===== src/rtl/n64_button_event_queue.sv =====
// n64_button_event_queue: turns polled N64 controller words into an ordered press/release event FIFO.
// Define JOYSTICK_EVENTS_EN to add quantized joystick direction events.
module n64_button_event_queue #(
    parameter int FIFO_DEPTH = 16,
    parameter int DEADZONE   = 16
) (
    input  logic                        clk,
    input  logic                        rst_n,
    input  logic [31:0]                 button_data,
    input  logic                        enable,
    output logic [7:0]                  evt_data,
    output logic                        evt_valid,
    input  logic                        evt_ready,
    output logic [$clog2(FIFO_DEPTH):0] fifo_count,
    output logic [15:0]                 button_state,
    output logic                        coalesced,
    input  logic                        clear_coalesced
);
    localparam int AW = $clog2(FIFO_DEPTH);
    localparam logic [AW:0] DEPTH = (AW+1)'(FIFO_DEPTH);
    localparam logic [15:0] BTN_MASK = 16'hFF3F;
`ifdef JOYSTICK_EVENTS_EN
    typedef enum logic [1:0] {IDLE, SCAN_BTN, SCAN_JOY} state_t;
`else
    typedef enum logic [1:0] {IDLE, SCAN_BTN} state_t;
`endif
    state_t state, state_nx;
    logic [31:0] in_reg;
    logic [15:0] in_btn, chg, diff_rev;
    logic [7:0] mem [FIFO_DEPTH];
    logic [AW-1:0] wr_ptr, rd_ptr;
    logic [AW:0] cnt;
    logic [3:0] idx;
    logic [7:0] push_data;
    logic full, pop, room, push, want_push, stall, changed, joy_diff, in_moved, set_co;
    assign in_btn = in_reg[31:16] & BTN_MASK;
    // change mask is stored by event index, so index 0 (A) sits in bit 0
    assign diff_rev = {<<{in_btn ^ button_state}};
    assign changed = (in_btn != button_state) || joy_diff;
`ifdef JOYSTICK_EVENTS_EN
    localparam logic signed [8:0] DZ = 9'(DEADZONE);
    logic signed [8:0] jx, jy;
    logic [1:0] ax, ay;
    logic [3:0] dir, dir_in;
    logic joy_pend;
    assign jx = {in_reg[15], in_reg[15:8]};
    assign jy = {in_reg[7], in_reg[7:0]};
    assign ax = {jx < -DZ, jx > DZ};
    assign ay = {jy < -DZ, jy > DZ};
    always_comb begin
        dir_in = 4'd0;
        case ({ax, ay})
            4'b00_01: dir_in = 4'd1;
            4'b01_01: dir_in = 4'd2;
            4'b01_00: dir_in = 4'd3;
            4'b01_10: dir_in = 4'd4;
            4'b00_10: dir_in = 4'd5;
            4'b10_10: dir_in = 4'd6;
            4'b10_00: dir_in = 4'd7;
            4'b10_01: dir_in = 4'd8;
            default:  dir_in = 4'd0;
        endcase
    end
    assign joy_diff = dir_in != dir;
    assign in_moved = button_data[15:0] != in_reg[15:0];
    always_ff @(posedge clk or negedge rst_n) begin
        if (!rst_n) begin
            dir <= '0;
            joy_pend <= 1'b0;
        end else if (state == IDLE && changed) begin
            dir <= dir_in;
            joy_pend <= joy_diff;
        end
    end
`else
    logic unused_xy;
    assign unused_xy = ^in_reg[15:0];
    assign joy_diff = 1'b0;
    assign in_moved = 1'b0;
`endif
    always_comb begin
        idx = 4'd0;
        for (int i = 15; i >= 0; i--) if (chg[i]) idx = 4'(i);
    end
    assign evt_valid = cnt != '0;
    assign full = cnt == DEPTH;
    assign pop = evt_valid && evt_ready;
    assign room = !full || pop;
    assign push = want_push && room;
    assign stall = want_push && !room;
    assign set_co = stall && enable && (((button_data[31:16] & BTN_MASK) != in_btn) || in_moved);
    assign evt_data = evt_valid ? mem[rd_ptr] : '0;
    assign fifo_count = cnt;
    always_comb begin
        state_nx = state;
        want_push = 1'b0;
        push_data = {button_state[4'd15 - idx], 3'b000, idx};
        case (state)
            IDLE: state_nx = changed ? SCAN_BTN : IDLE;
            SCAN_BTN: begin
                want_push = chg != '0;
`ifdef JOYSTICK_EVENTS_EN
                if (chg == '0) state_nx = joy_pend ? SCAN_JOY : IDLE;
            end
            SCAN_JOY: begin
                want_push = 1'b1;
                push_data = {4'b1010, dir};
                state_nx = room ? IDLE : SCAN_JOY;
            end
`else
                if (chg == '0) state_nx = IDLE;
            end
`endif
            default: state_nx = IDLE;
        endcase
    end
    always_ff @(posedge clk or negedge rst_n) begin
        if (!rst_n) begin
            state <= IDLE;
            in_reg <= '0;
            chg <= '0;
            button_state <= '0;
            coalesced <= 1'b0;
            wr_ptr <= '0;
            rd_ptr <= '0;
            cnt <= '0;
        end else begin
            state <= state_nx;
            if (enable) in_reg <= button_data;
            if (state == IDLE && changed) begin
                chg <= diff_rev;
                button_state <= in_btn;
            end else if (push && state == SCAN_BTN) chg[idx] <= 1'b0;
            coalesced <= set_co || (coalesced && !clear_coalesced);
            if (push) wr_ptr <= wr_ptr + AW'(1);
            if (pop) rd_ptr <= rd_ptr + AW'(1);
            cnt <= cnt + (AW+1)'(push) - (AW+1)'(pop);
        end
    end
    always_ff @(posedge clk) if (push) mem[wr_ptr] <= push_data;
endmodule


===== config.mk =====
export PLATFORM = sky130hd
export DESIGN_NAME = n64_button_event_queue
export DESIGN_NICKNAME = d
export VERILOG_FILES = /design/src/rtl/n64_button_event_queue.sv
export SDC_FILE = /design/constraint.sdc
export NUM_CORES = 1
export LEC_CHECK = 0
export CAP_MARGIN = 5
export CORE_AREA = 2 2 145 119
export CTS_CLUSTER_SIZE = 25
export DETAILED_ROUTE_END_ITERATION = 8
export DIE_AREA = 0 0 147 121
export PLACE_DENSITY = 0.63
export SYNTH_ARGS = -nofsm -noshare
export SYNTH_HDL_FRONTEND = slang
export SYNTH_SLANG_ARGS = --single-unit

===== constraint.sdc =====
create_clock -name clk -period 3.6 [get_ports clk]
set_clock_uncertainty 0.15 [all_clocks]
set_input_delay 1.08 -clock clk [delete_from_list [all_inputs] [get_ports clk]]
set_output_delay 1.08 -clock clk [all_outputs]
set_load 0.01 [all_outputs]

======== Word-level counts from Yosys, hierarchy flattened ========
Memory sizes are Yosys's and may differ from the RTL's.
Index checks and enable logic that the tools add are counted.
W data, S select, Z words.
operators by class
  $add $sub $neg .......................... 5
  magnitude comparators ................... 3
  equal/unequal tests ..................... 5
  mux-type cells .......................... 29
  bitwise gates (word level) .............. 3
  reduce and logical (&&, ||, !) cells .... 19
operators by type and width
  kind                   count
  $mux W4                16
  $mux W16               2
  $ne A14 B14 Y1         2
  $and A16 B16 Y16       1
  $logic_not A16 Y1      1
  $not A16 Y16           1
  $reduce_bool A16 Y1    1
  $xor A16 B16 Y16       1
  $lt A4 B5 Y1 const B   2
  $logic_and A1 B1 Y1    9
  $add A4 B1 Y4 const B  2
  $mux W8                1
  $mux W1                6
  $add A5 B1 Y5          1
  $eq A5 B5 Y1 const B   1
  $reduce_bool A5 Y1     1
  $sub A5 B1 Y5          1
  $bmux W1 S4            1
  $demux W1 S4           1
  $ge A4 B1 Y1 const B   1
  $pmux W2 S2            1
  $sub A4 B4 Y4 const A  1
  $logic_not A1 Y1       3
  $eq A2 B1 Y1 const B   1
  other kinds (5)        6
storage, ports and cells
  register bits ........................... 78
  RAM bits ................................ 80
  output and inout bits ................... 31
  logic and storage cells ................. 73
  memories ................................ 1
memory list
  memory  depth  width  read ports  clocked after memory_dff  write ports  RTL line  RTL
  mem     16     5      1           0                         1            30        logic [7:0] mem [FIFO_DEPTH];

======== Longest topological paths before layout ========
Gate-level depths: netlist of run 1.
  depth after elaboration ................. 24
  depth in mapped cells ................... 16

======== Worst setup path before layout of run 1 ========
Ideal clock, no wire load.
  kind .................................... flip-flop to output port
  start ................................... register rd_ptr[0]
  end ..................................... output evt_data[0]
  arrival ................................. 1.855 ns
  data required time ...................... 2.370 ns
  setup slack ............................. 0.515 ns
  cell stages (with the launch flop) ...... 5
  buffers on the path ..................... 1
  path through ............................ dfrtp_1 buf_2 mux4_2 mux4_2 nor2b_1
on the way
  cells in the longest elaborated chain, start to end .. 2
ends and longest elaborated chain
  item                    RTL line  RTL
  from (decl)             31        logic [AW-1:0] wr_ptr, rd_ptr;
  from (signal assigned)  136       if (pop) rd_ptr <= rd_ptr + AW'(1);
  $mem_v2 Z16 W5          -
  $mux W8                 92        assign evt_data = evt_valid ? mem[rd_ptr] : '0;
  to (decl)               11        output logic [7:0] evt_data,
No other way between the ends.

======== Worst setup path after layout of run 1 ========
  start ................................... register rd_ptr[0]
  end ..................................... output evt_data[1]
The elaborated chain is that of the path after synthesis.

==> metrics.yaml, run 1 <==
clocking:
  clock_latency_ps: 420
  cts_buffers: 17
  cts_sinks: 139
  cts_buffer_depth: 2
  clockRootBuffer: "clkbuf_16"
  cts_max_level: 4
  ctsHoldBuffers: 0
  clkTransAtPathRegs_ps: 60
  cts_tree: "built"
floorplanning:
  core_area_um2: 16290
  dieArea_um2: 17790
  rows: 42
  chipWidth_um: 147
  ios: 68
  die_h_um: 121
  start_util_pct: 39.44
placed_design:
  portBuffers: 44
  pre_cts_ws_ps: 35.54
  place_congestion: 0.8951
  dp_cells: 710
  placed_cell_area_um2: 7227
  hpwl_um: 9589
grt:
  grt_max_degree: 28
  antenna_found_initial: 0
  grt.overflow.total: 0
  grt_pass1_wl_um: 22740
  track_usage_pct: 17.16
  grt_pass1_vias: 4068
synthesis:
  synth.top_cells.by_area: "edfxtp_1 37%, dfrtp_1 23%, mux4_2 8.8%"
  synth_top_family_by_area: "multiplexers"
  synth_most_common_cell: "edfxtp_1"
  yosysUniqueCellTypes: 49
  synthAdderAreaFrac_pct: 2.454
  synth_area_um2: 6425
  synth.area.mux_share_pct: 15.27
  synth-xor-area-share_pct: 5.180
  synthFlopType: "edfxtp_1"
  synth-edff-count: 80
  syn_inst: 445
  ys_ff_latch: 139
  yosysWarnings: 0
  synthSimpleGateAreaFrac_pct: 8.822
  ys_seq_area_share_pct: 60.37
  synth_top_area_cell: "edfxtp_1"
  synth.top_cell.area_share_pct: 37.39
  synthTopCellsByCount: "80 x edfxtp_1, 59 x dfrtp_1, 29 x mux2_2, 29 x nor2_1, 28 x xnor2_1"
  synth-compound-area-share_pct: 4.849
  async_flop_share_pct: 42.45
  synth_area_per_cell_um2: 14.44
sta:
  finalSetupViolCount: 5
  rsz0062_at_grt: "true"
  fin_crit_ps: 3641
  worst_slack_ps: -40.92
  worst_slew_pin_slew_ps: 1053
  timing_hold_violations_final: 0
  holdWs_ps: 334.0
  maxSlewViolCount: 0
  period_share_pct: 101.1
  fin_setup_tns_ps: -152.9
  timing.fmax_mhz: 274.7
  max_slew_margin_pct: 29.54
route:
  drtIter0Drc: 289
  routed_wl_um: 14010
  firstDrtPassIters: 5
  drc: 0
  ant_nets: 0
  vias_per_cell: 5.226
  dr_total_vias: 3893
  wl_per_cell_um: 18.80
outcome:
  violations: "setup timing"
  outcome: "complete, but fails checks"
final_layout:
  fillCellCount: 1424
  area_growth_syn_to_layout_pct: 21.87
  final_cells: 745
  diodes: 0
  reg_top3: "mem: 80 flops, chg: 16 flops"
  largest-register: "mem"
  final_area_um2: 7830
  largest_register_ffs: 80
  fin_nets: 561
  drive_gt1_share_pct: 22.67
setup_path:
  worstSetupPathType: "flop to output pin"
  crit_required_ps: 2370
  worst_setup_path_start_kind: "flop"
  critPathCaptureType: "output pin"
  arrival_ps: 2410
  path_max_fanout: 6
job:
  cap_violations: 0
worst_hold_path:
  hold_class: "flop to flop"
pwr:
  p_per_area_nw_per_um2: 996.6
  vdd_drop_max_v: 0.0005243
  cellLeakagePower_nw: 2.962
==> worst paths after layout <==
| kind | startpoint | end | slack (ps) | cells after the start |
|---|---|---|---|---|
| max | rd_ptr[0] | evt_data[1] | -40 | 5 |
| min | coalesced | coalesced | 330 | 2 |
| max reg2reg | chg[7] | fifo_count[4] | 430 | 14 |
| min reg2reg | coalesced | coalesced | 330 | 2 |
| max in group asynchronous | rst_n | rd_ptr[0] | 2260 | 2 |
| min in group asynchronous | rst_n | in_reg[26] | 380 | 1 |
==> kinds of logic after synthesis <==
group	Yosys count
flops	139
fa+ha+maj	12
buf+inv	45
compound gates	42
other cells	1
simple gates	105
xor+xnor	38
mux	63
==> worst max-delay path, stage by stage, from the launching register on <==
cell and delay (ps):
dfrtp_2 490, buf_12 170, mux4_2 530, mux4_2 500, nor2b_1 140, buf_2 160
==> cell usage in the layout (no fill, tap or decap), types with 4 or more instances in the layout <==
cell	netlist	routed
conb_1	1	5
nor4_1	7	7
mux2_2	29	29
and3_1	10	10
edfxtp_1	80	80
a21oi_1	9	9
dfrtp_1	59	58
nand4_1	8	8
nand2_1	15	15
and4_1	4	4
buf_2	4	5
a221oi_1	9	9
o21ai_0	4	4
nor2b_1	9	8
inv_1	21	21
nor2_1	29	28
or4_1	5	5
nor3_1	4	4
ha_1	11	11
nand3_1	4	4
buf_4	5	20
mux2i_1	8	8
mux4_2	25	25
clkbuf_16	0	18
clkdlybuf4s50_1	0	38
xnor2_1	28	28
xor2_1	10	10
==> layout make-up <==
type,count,area [um2],share of cell area (%)
flip-flops and latches,139,3880,49.55
clock inverters,14,121.4,1.550
clock buffers,18,429.2,5.481
inverters,21,78.83,1.007
repair buffers,68,659.4,8.421
multi-input cells,265,2386,30.47
well taps,220,275.3,3.515
==> where the power goes <==
part | leakage [nW] | internal, mW | switching [mW]
Combinational | 1.26 | 1.55 | 1.73
Clock | 0.266 | 0.952 | 0.666
Sequential | 1.44 | 2.50 | 0.413
Total | 2.96 | 5.00 | 2.81
==> timing repair <==
| action | in CTS | in global routing |
|---|---|---|
| endpoints found under the setup margin | 5 | 6 |
| gates cloned | 2 | 0 |
| gates resized for setup | 23 | 5 |
| buffers inserted | 1 | 0 |
==> routing by layer <==
layer  part of all wire (%)  global-route usage [%]  wire length [um]
met2                     47                   26.14              6532
met5                      0                       0                 0
met3                    3.9                   4.812               545
met4                    1.4                   5.589               201
met1                     48                   23.96              6726
==> through the flow <==
step                total power [mW]  util, %
floorplan                      4.846        -
global placement               6.072    44.36
detailed placement             6.157    44.36
CTS                            7.831    47.98
global route                   8.289    48.06
finish                         7.803    48.06
(Power assumes the default switching activity.)
==> run 2: changes to the inputs <==
--- a/config.mk
+++ b/config.mk
@@ -6,11 +6,12 @@
 export NUM_CORES = 1
 export LEC_CHECK = 0
 export CAP_MARGIN = 5
-export CORE_AREA = 2 2 145 119
+export CORE_AREA = 2 2 122 100
 export CTS_CLUSTER_SIZE = 25
 export DETAILED_ROUTE_END_ITERATION = 8
-export DIE_AREA = 0 0 147 121
-export PLACE_DENSITY = 0.63
+export DIE_AREA = 0 0 124 102
+export GPL_TIMING_DRIVEN = 0
+export PLACE_DENSITY = 0.83
 export SYNTH_ARGS = -nofsm -noshare
 export SYNTH_HDL_FRONTEND = slang
 export SYNTH_SLANG_ARGS = --single-unit
==> run 2 against run 1 <==
Net effect:
- the flow still finishes with violations (setup timing)
- worst hold slack gained 16 ps
- sequential share of layout area rose by 0.30 points
- die area fell by 29%
- critical path depth unchanged
- flip-flop and latch count did not move
- non-clock buffer count up 5
- clock power rose by 7%
- core utilization up 20 points
- setup slack got worse by 1.5 ps
- via count rose by 7.1%
- combinational power rose by 5%
- critical path type unchanged
- largest power group unchanged
==> metrics.yaml, run 2 (same netlist as run 1, synthesis figures left out) <==
outcome:
  outcome: "complete, but fails checks"
  violations: "setup timing"
final_layout:
  reg_top3: "mem: 80 flops, chg: 16 flops"
  final_cell_mix: "80 x edfxtp_1, 58 x dfrtp_1, 37 x clkdlybuf4s50_1"
  final_core_util_pct: 68.35  # +20 points
  largest-register: "mem"
  fin_nets: 566  # +0.89%
  mostFrequentLayoutCell: "edfxtp_1"
  drive_gt1_share_pct: 21.70  # -0.97 points
  final_cells: 678  # -9.0%
  diodes: 0  # unchanged
  largest_register_ffs: 80  # unchanged
  area_growth_syn_to_layout_pct: 21.13
floorplanning:
  ios: 68  # unchanged
  chipWidth_um: 124  # -16%
  start_util_pct: 56.43  # +17 points
  core_area_um2: 11390  # -30%
  dieArea_um2: 12650  # -29%
  rows: 35  # -17%
  die_h_um: 102  # -16%
placed_design:
  place_congestion: 0.9857  # +10%
  dp_cells: 641  # -9.7%
  hpwl_um: 9670  # +0.84%
  portBuffers: 43  # -2.3%
  pre_cts_ws_ps: -271.9  # -307.4 ps
pwr:
  vdd_drop_max_v: 0.0006293  # +20%
  cellLeakagePower_nw: 2.969  # +0.21%
  p_per_area_nw_per_um2: 1035  # +3.8%
grt:
  track_usage_pct: 26.00  # +8.8 points
  antenna_found_initial: 0  # unchanged
  grt_max_degree: 32  # +14%
  grt_pass1_vias: 4241  # +4.3%
  grt.overflow.total: 0  # unchanged
  grt_pass1_wl_um: 23620  # +3.9%
job:
  cap_violations: 0  # unchanged
setup_path:
  reg2reg_depth: 14  # unchanged
  reg2reg_from: "chg[6]"
  critPathCaptureType: "output pin"
  worstReg2RegEnd: "fifo_count[4]"
  arrival_ps: 2410  # about the same
  r2r_slack_ps: 240  # -190 ps
  crit_end: "evt_data[7]"
  worst_setup_path_start_kind: "flop"
  crit_required_ps: 2370  # about the same
  path_max_fanout: 5  # -1
  startpoint: "rd_ptr[0]"
  worstSetupPathType: "flop to output pin"
route:
  drtIter0Drc: 472  # +63%
  firstDrtPassIters: 5  # unchanged
  vias_per_cell: 6.149  # +18%
  ant_nets: 0  # unchanged
  routed_wl_um: 14980  # +6.9%
  dr_total_vias: 4169  # +7.1%
  wl_per_cell_um: 22.09  # +18%
  drc: 0  # unchanged
sta:
  worst_slew_pin_slew_ps: 904.1  # -149.0 ps
  max_slew_margin_pct: 39.26  # +9.7 points
  timing.fmax_mhz: 274.5  # about the same
  fin_crit_ps: 3642  # +1.485 ps
  finalSetupViolCount: 5  # unchanged
  rsz0062_at_grt: "true"
  period_share_pct: 101.2  # about the same
  fin_setup_tns_ps: -93.91  # +58.97 ps
  worst_slack_ps: -42.41  # -1.485 ps
  maxSlewViolCount: 0  # unchanged
  timing_hold_violations_final: 0  # unchanged
worst_hold_path:
  hold_class: "flop to flop"
clocking:
  cts_buffers: 17  # unchanged
  cts_tree: "built"
  cts_max_level: 4  # unchanged
  cts_sinks: 139  # unchanged
  clock_latency_ps: 420  # about the same
  clockRootBuffer: "clkbuf_16"
  cts_buffer_depth: 2  # unchanged
  clkTransAtPathRegs_ps: 60  # about the same
  ctsHoldBuffers: 0  # unchanged
## run 2: cell types whose count changed in the layout (fill, tap and decap cells not counted), sizes merged
cell           previous run  this run
buf                      29        23
clkdlybuf4s50            38        37
bufinv                    1         2
clkinv                    7         3
clkinvlp                  2         1
clkbuf                   19        35
## run 2: critical path, cell delays in order (launching register included)
cell and delay, ps:
dfrtp_2 490, buf_12 160, mux4_2 540, mux4_2 520, nor2b_4 150, buf_6 130
## run 2: power by group
part / switching (mW) / total [mW] / leakage (nW) / internal [mW]
sequential: 0.392 / 2.89 / 1.44 / 2.50
clock: 0.659 / 1.74 / 0.288 / 1.08
combinational: 1.87 / 3.42 / 1.24 / 1.55
## run 2: routing by layer
layer | up-vias | wire (um) | part of all wire [%] | track usage, %
met5 | - | 0 | 0 | 0
met4 | 0 | 299 | 2.0 | 7.692
met3 | 36 | 1207 | 8.1 | 7.589
met2 | 208 | 7148 | 48 | 41.00
met1 | 2101 | 6321 | 42 | 35.62
li1 | 1824 | - | - | -
## run 2: how the worst min path moves through the flow
stage | to | cells past startpoint | start | slack (ps)
floorplan | coalesced | 2 | coalesced | 370
global route | coalesced | 2 | coalesced | 400
CTS | coalesced | 2 | coalesced | 360
finish | coalesced | 2 | coalesced | 350
detailed placement | coalesced | 2 | coalesced | 340
global placement | coalesced | 2 | coalesced | 330
## run 2: area by class of cell
class                           count  area [um2]
Sequential cell                   139        3880
Fill cell                         725        3603
Multi-Input combinational cell    265        2411
Timing Repair Buffer               49       486.7
Clock buffer                       22       475.5
Tap cell                          148       185.2
Buffer                             24       151.4
Clock inverter                     10       113.9
Inverter                           21       78.83
## run 2: stage by stage
step                      hold WS (ps)  power (mW)  instance area, um2
after detailed placement         339.9       6.001                7071
after floorplan                  365.7       4.846                6440
final                            350.0       8.051                7782
after global placement           327.3       5.865                7056
after CTS                        355.9       7.974                7782
after global routing             401.3       8.472                7782
## run 2: repair_timing
| item | in CTS | in global routing |
|---|---|---|
| setup endpoints to repair | 21 | 7 |
| cloned | 2 | 0 |
| buffers inserted | 5 | 0 |
| gates resized for setup | 36 | 10 |
| pin swaps | 1 | 0 |
==> RTL edit 1: new RTL, flow settings as in run 2 <==
Change the parameter `FIFO_DEPTH` from 16 to 8.
--- a/src/rtl/n64_button_event_queue.sv
+++ b/src/rtl/n64_button_event_queue.sv
@@ -2,5 +2,5 @@
 // Define JOYSTICK_EVENTS_EN to add quantized joystick direction events.
 module n64_button_event_queue #(
-    parameter int FIFO_DEPTH = 16,
+    parameter int FIFO_DEPTH = 8,
     parameter int DEADZONE   = 16
 ) (
Ports: changed (resized fifo_count); port bits go from 68 to 67. The function was not compared with the original's and may differ.
==> RTL edit 1 against run 2 <==
- via count decreased by 23%
- highest routed layer unchanged
- sequential share of layout area decreased by 3.7 points
- wire length decreased by 31%
- power decreased by 32%
- sequential cell count decreased by 43
- final area decreased by 27%
- combinational power decreased by 29%
- synthesized area decreased by 27%
- setup slack improved by 0.17 ns
==> RTL edit 1: results <==
{
  "place_congestion": 0.9094,
  "final_layout_size_suffix_gt1_share_pct": 18.01,
  "dpl_worst_slack_ns": -0.4495,
  "synth-compound-area-share_pct": 6.761,
  "synthTopCellsByCount": "dfrtp_1 (56), edfxtp_1 (40), nor2_1 (40)",
  "r2r_slack_ns": 0.56,
  "r2r-start": "chg[7]",
  "ys_top_cells_by_area": "dfrtp_1 (30%), edfxtp_1 (26%), mux2_2 (7.0%)",
  "ys_seq_area_share_pct": 55.59,
  "yosys.area_share.xor_xnor_pct": 6.173,
  "reg_top3": "mem (40), chg (16)",
  "synth.avg_cell_area_um2": 12.65,
  "min_from": "coalesced",
  "worstSkewPairLatency_ns": 0.35,
  "grt_pass1_wl_mm": 16.96,
  "port_buffers": 42,
  "crit_end": "evt_data[2]",
  "grt_pass1_vias": 3242,
  "whs_path_depth": 2,
  "p_int_mw": 3.376,
  "layout.nets": 474,
  "via_per_inst": 5.530,
  "cp_max_fo": 10,
  "static-leakage-power_nw": 2.192,
  "min_period_ns": 3.475,
  "grt_max_degree": 34,
  "reg2regPathDepth": 10,
  "grt_usage_pct": 17.92,
  "dp_hpwl_mm": 7.609,
  "nFillCells": 981,
  "max_stage_delay_ns": 0.52,
  "cts_made_buffers": 9,
  "dp.cells": 565,
  "drt_iter0_drc": 336,
  "max-cap-violations": 0,
  "insertedDiodeCount": 0,
  "synthAdderAreaFrac_pct": 2.565,
  "min-delay-path-class": "reg2reg",
  "tightest_slew_ns": 0.7647,
  "timing.rr.end": "fifo_count[2]",
  "synth_mux_area_share_pct": 14.99,
  "cts_max_level": 3,
  "cp.arrival_ns": 2.24,
  "whs_ns": 0.3719,
  "post_drt_wl_per_cell_um": 17.74,
  "critPathTopFamily": "buffers and inverters",
  "post-route-cell-area_mm2": 0.005643,
  "async_flop_share_pct": 58.33,
  "drt_wl_total_mm": 10.31,
  "antenna_found_initial": 0,
  "ir_drop_uv": 427.6,
  "place_area_mm2": 0.005318,
  "status": "finished, final reports clean",
  "synthDistinctLibCells": 47,
  "synth_edf_count": 40
}
-- RTL edit 1: cells by family after synthesis --
group	count (synthesis)
AND/OR/NAND/NOR	101
flip-flops	96
multiplexers	54
AO/OA/AOI/OAI	42
buffers and inverters	34
XOR/XNOR	33
adder cells (fa/ha/maj)	9
other	1
-- RTL edit 1: metal layers --
metal / routed length (um) / GRT usage, % / vias up
met5: 0 / 0 / -
met2: 4664 / 27.18 / 154
met3: 843 / 4.967 / 23
li1: - / - / 1460
met4: 216 / 6.309 / 0
met1: 4585 / 24.91 / 1576
-- RTL edit 1: what timing repair did --
item,in CTS,in global routing
cloned,0,0
buffers inserted,0,0
resized for setup,3,1
endpoints found under the setup margin,10,2
-- RTL edit 1: worst reg2reg max path: cells and delay by family (launching register included) --
family | cells | cell delay [ns]
buf+inv | 3 | 0.32
compound gates | 1 | 0.19
xor+xnor | 1 | 0.13
simple gates | 2 | 0.87
fa+ha+maj | 3 | 0.80
flops | 1 | 0.47
-- RTL edit 1: power by group through the flow --
| stage | sequential, mW | clock (mW) | combinational [mW] |
|---|---|---|---|
| floorplan | 2.00 | 0 | 1.55 |
| global placement | 2.02 | 0 | 2.33 |
| detailed placement | 2.05 | 0 | 2.40 |
| CTS | 2.04 | 1.00 | 2.43 |
| global route | 2.09 | 1.05 | 2.67 |
| finish | 2.04 | 0.988 | 2.43 |
-- RTL edit 1: area by class of cell --
cell class	instances	share of cell area, %
Clock buffer	9	3.991
Sequential cell	96	46.12
Timing Repair Buffer	43	7.716
Multi-Input combinational cell	244	34.39
Buffer	18	1.885
Inverter	16	1.064
Tap cell	148	3.282
Clock inverter	7	1.552
==> RTL edit 2: new RTL, config.mk and constraints of run 2 <==
Made on the original files. Compare `cnt` against `DEPTH` with >= in place of ==.
--- a/src/rtl/n64_button_event_queue.sv
+++ b/src/rtl/n64_button_event_queue.sv
@@ -84,5 +84,5 @@
     end
     assign evt_valid = cnt != '0;
-    assign full = cnt == DEPTH;
+    assign full = cnt >= DEPTH;
     assign pop = evt_valid && evt_ready;
     assign room = !full || pop;
Formal check against the unedited RTL: same outputs for any inputs over 4 cycles, from zero or initial values and one cycle with rst_n low; that may be too few to reach the edited logic, so the function may still have changed.
==> RTL edit 2 against run 2 <==
- utilization up 1.0 points
- via count decreased by 0.82%
- synthesized area is essentially flat
- power is 0.41% higher
- combinational power rose by 4%
- critical path depth up 1
- critical path type unchanged
- wire length shrank 0.92%
- setup slack got worse by 0.048 ns
- sequential cell count did not move
- global-route usage down 0.19 points
- final area grew 1.5%
- the run still ends with negative setup slack left
==> RTL edit 2: results <==
{
  "syn_to_final_growth_pct": 23.10,
  "grt_usage_pct": 25.81,
  "grt_max_degree": 31,
  "tightest_slew_ns": 1.087,
  "ys_seq_area_share_pct": 60.43,
  "violations": "negative setup slack",
  "synthDistinctLibCells": 50,
  "tns_ns": -0.3855,
  "dp_hpwl_mm": 9.640,
  "final_layout_size_suffix_gt1_share_pct": 23.89,
  "static-leakage-power_nw": 2.969,
  "place_area_mm2": 0.007064,
  "finalSetupViolCount": 5,
  "cp.arrival_ns": 2.46,
  "drt_iter0_drc": 411,
  "status": "finished, violations left",
  "via_per_inst": 6.010,
  "ys_top_cells_by_area": "edfxtp_1 (37%), dfrtp_1 (23%), mux4_2 (8.8%)",
  "setup_slack_ns": -0.09089,
  "post_drt_wl_per_cell_um": 21.57,
  "grt_pass1_vias": 4128,
  "place_congestion": 0.9416,
  "antenna_found_initial": 0,
  "ir_drop_uv": 543.2,
  "reg2regPathDepth": 15,
  "layout.nets": 576,
  "grt_pass1_wl_mm": 23.28,
  "synthTopCellsByCount": "edfxtp_1 (80), dfrtp_1 (59), nor2_1 (38)"
}
## RTL edit 2: cells by family (layout without fill, tap and decap cells)
group	after synthesis	after routing	synth area share [%]
AOI/OAI and AO/OA	45	47	5.653
DFF	139	139	60.43
muxes	61	61	14.95
other	1	5	0.05842
adders and majority gates	12	12	2.456
buffers and inverters	43	130	2.885
xor gates and xnor gates	38	38	5.185
and+or+nand+nor	108	108	8.382
## RTL edit 2: repair_timing
item / CTS / global route
gates cloned: 1 / 2
pin swaps: 5 / 3
buffers inserted: 9 / 1
hold buffers: 0 / 0
endpoints found under the setup margin: 21 / 32
resized for setup: 44 / 8
## RTL edit 2: how the worst max path moves through the flow
stage	startpoint	to	slack, ns	depth (start not counted)
2_1_floorplan	rd_ptr[0]	evt_data[0]	0.49	4
5_1_grt	rd_ptr[0]	evt_data[7]	-0.15	7
6_report	rd_ptr[0]	evt_data[2]	-0.09	6
3_3_place_gp	evt_ready	mem[0][2]	-0.70	7
3_5_place_dp	evt_ready	mem[2][3]	-0.74	7
4_1_cts	rd_ptr[0]	evt_data[7]	-0.09	7
## RTL edit 2: tightest hold or removal path, stage by stage (launching register included)
cell and delay (ns):
dfrtp_1 0.35, nand2b_1 0.06, o41ai_1 0.06
## RTL edit 2: routing by layer
metal	GRT usage, %	wire, um
met1	36.23	6074
met2	38.72	7061
met3	8.538	1511
met4	8.297	192
met5	0	0
## RTL edit 2: cell type report
| class | count | area (um^2) |
|---|---|---|
| sequential | 139 | 3880 |
| clock inverter | 6 | 43.79 |
| timing repair buffer | 56 | 581.8 |
| buffer | 23 | 128.9 |
| fill | 754 | 3485 |
| multi-input combinational | 271 | 2436 |
| tap | 148 | 185.2 |
| inverter | 19 | 71.32 |
| clock buffer | 26 | 574.3 |
## RTL edit 2: stage by stage
stage          setup slack, ns  hold slack (ns)  cells
6_report              -0.09089           0.3663    688
5_1_grt                -0.1531           0.3968    688
3_5_place_dp           -0.7402           0.3265    643
2_1_floorplan           0.4875           0.3657    451
4_1_cts               -0.08829           0.3624    685
3_3_place_gp           -0.6986           0.3378    642
## RTL edit 2: where the power goes
group	internal [mW]	switching [mW]	leakage [nW]
clock	1.10	0.657	0.291
sequential	2.42	0.340	1.44
combinational	1.63	1.93	1.24
total	5.15	2.93	2.97
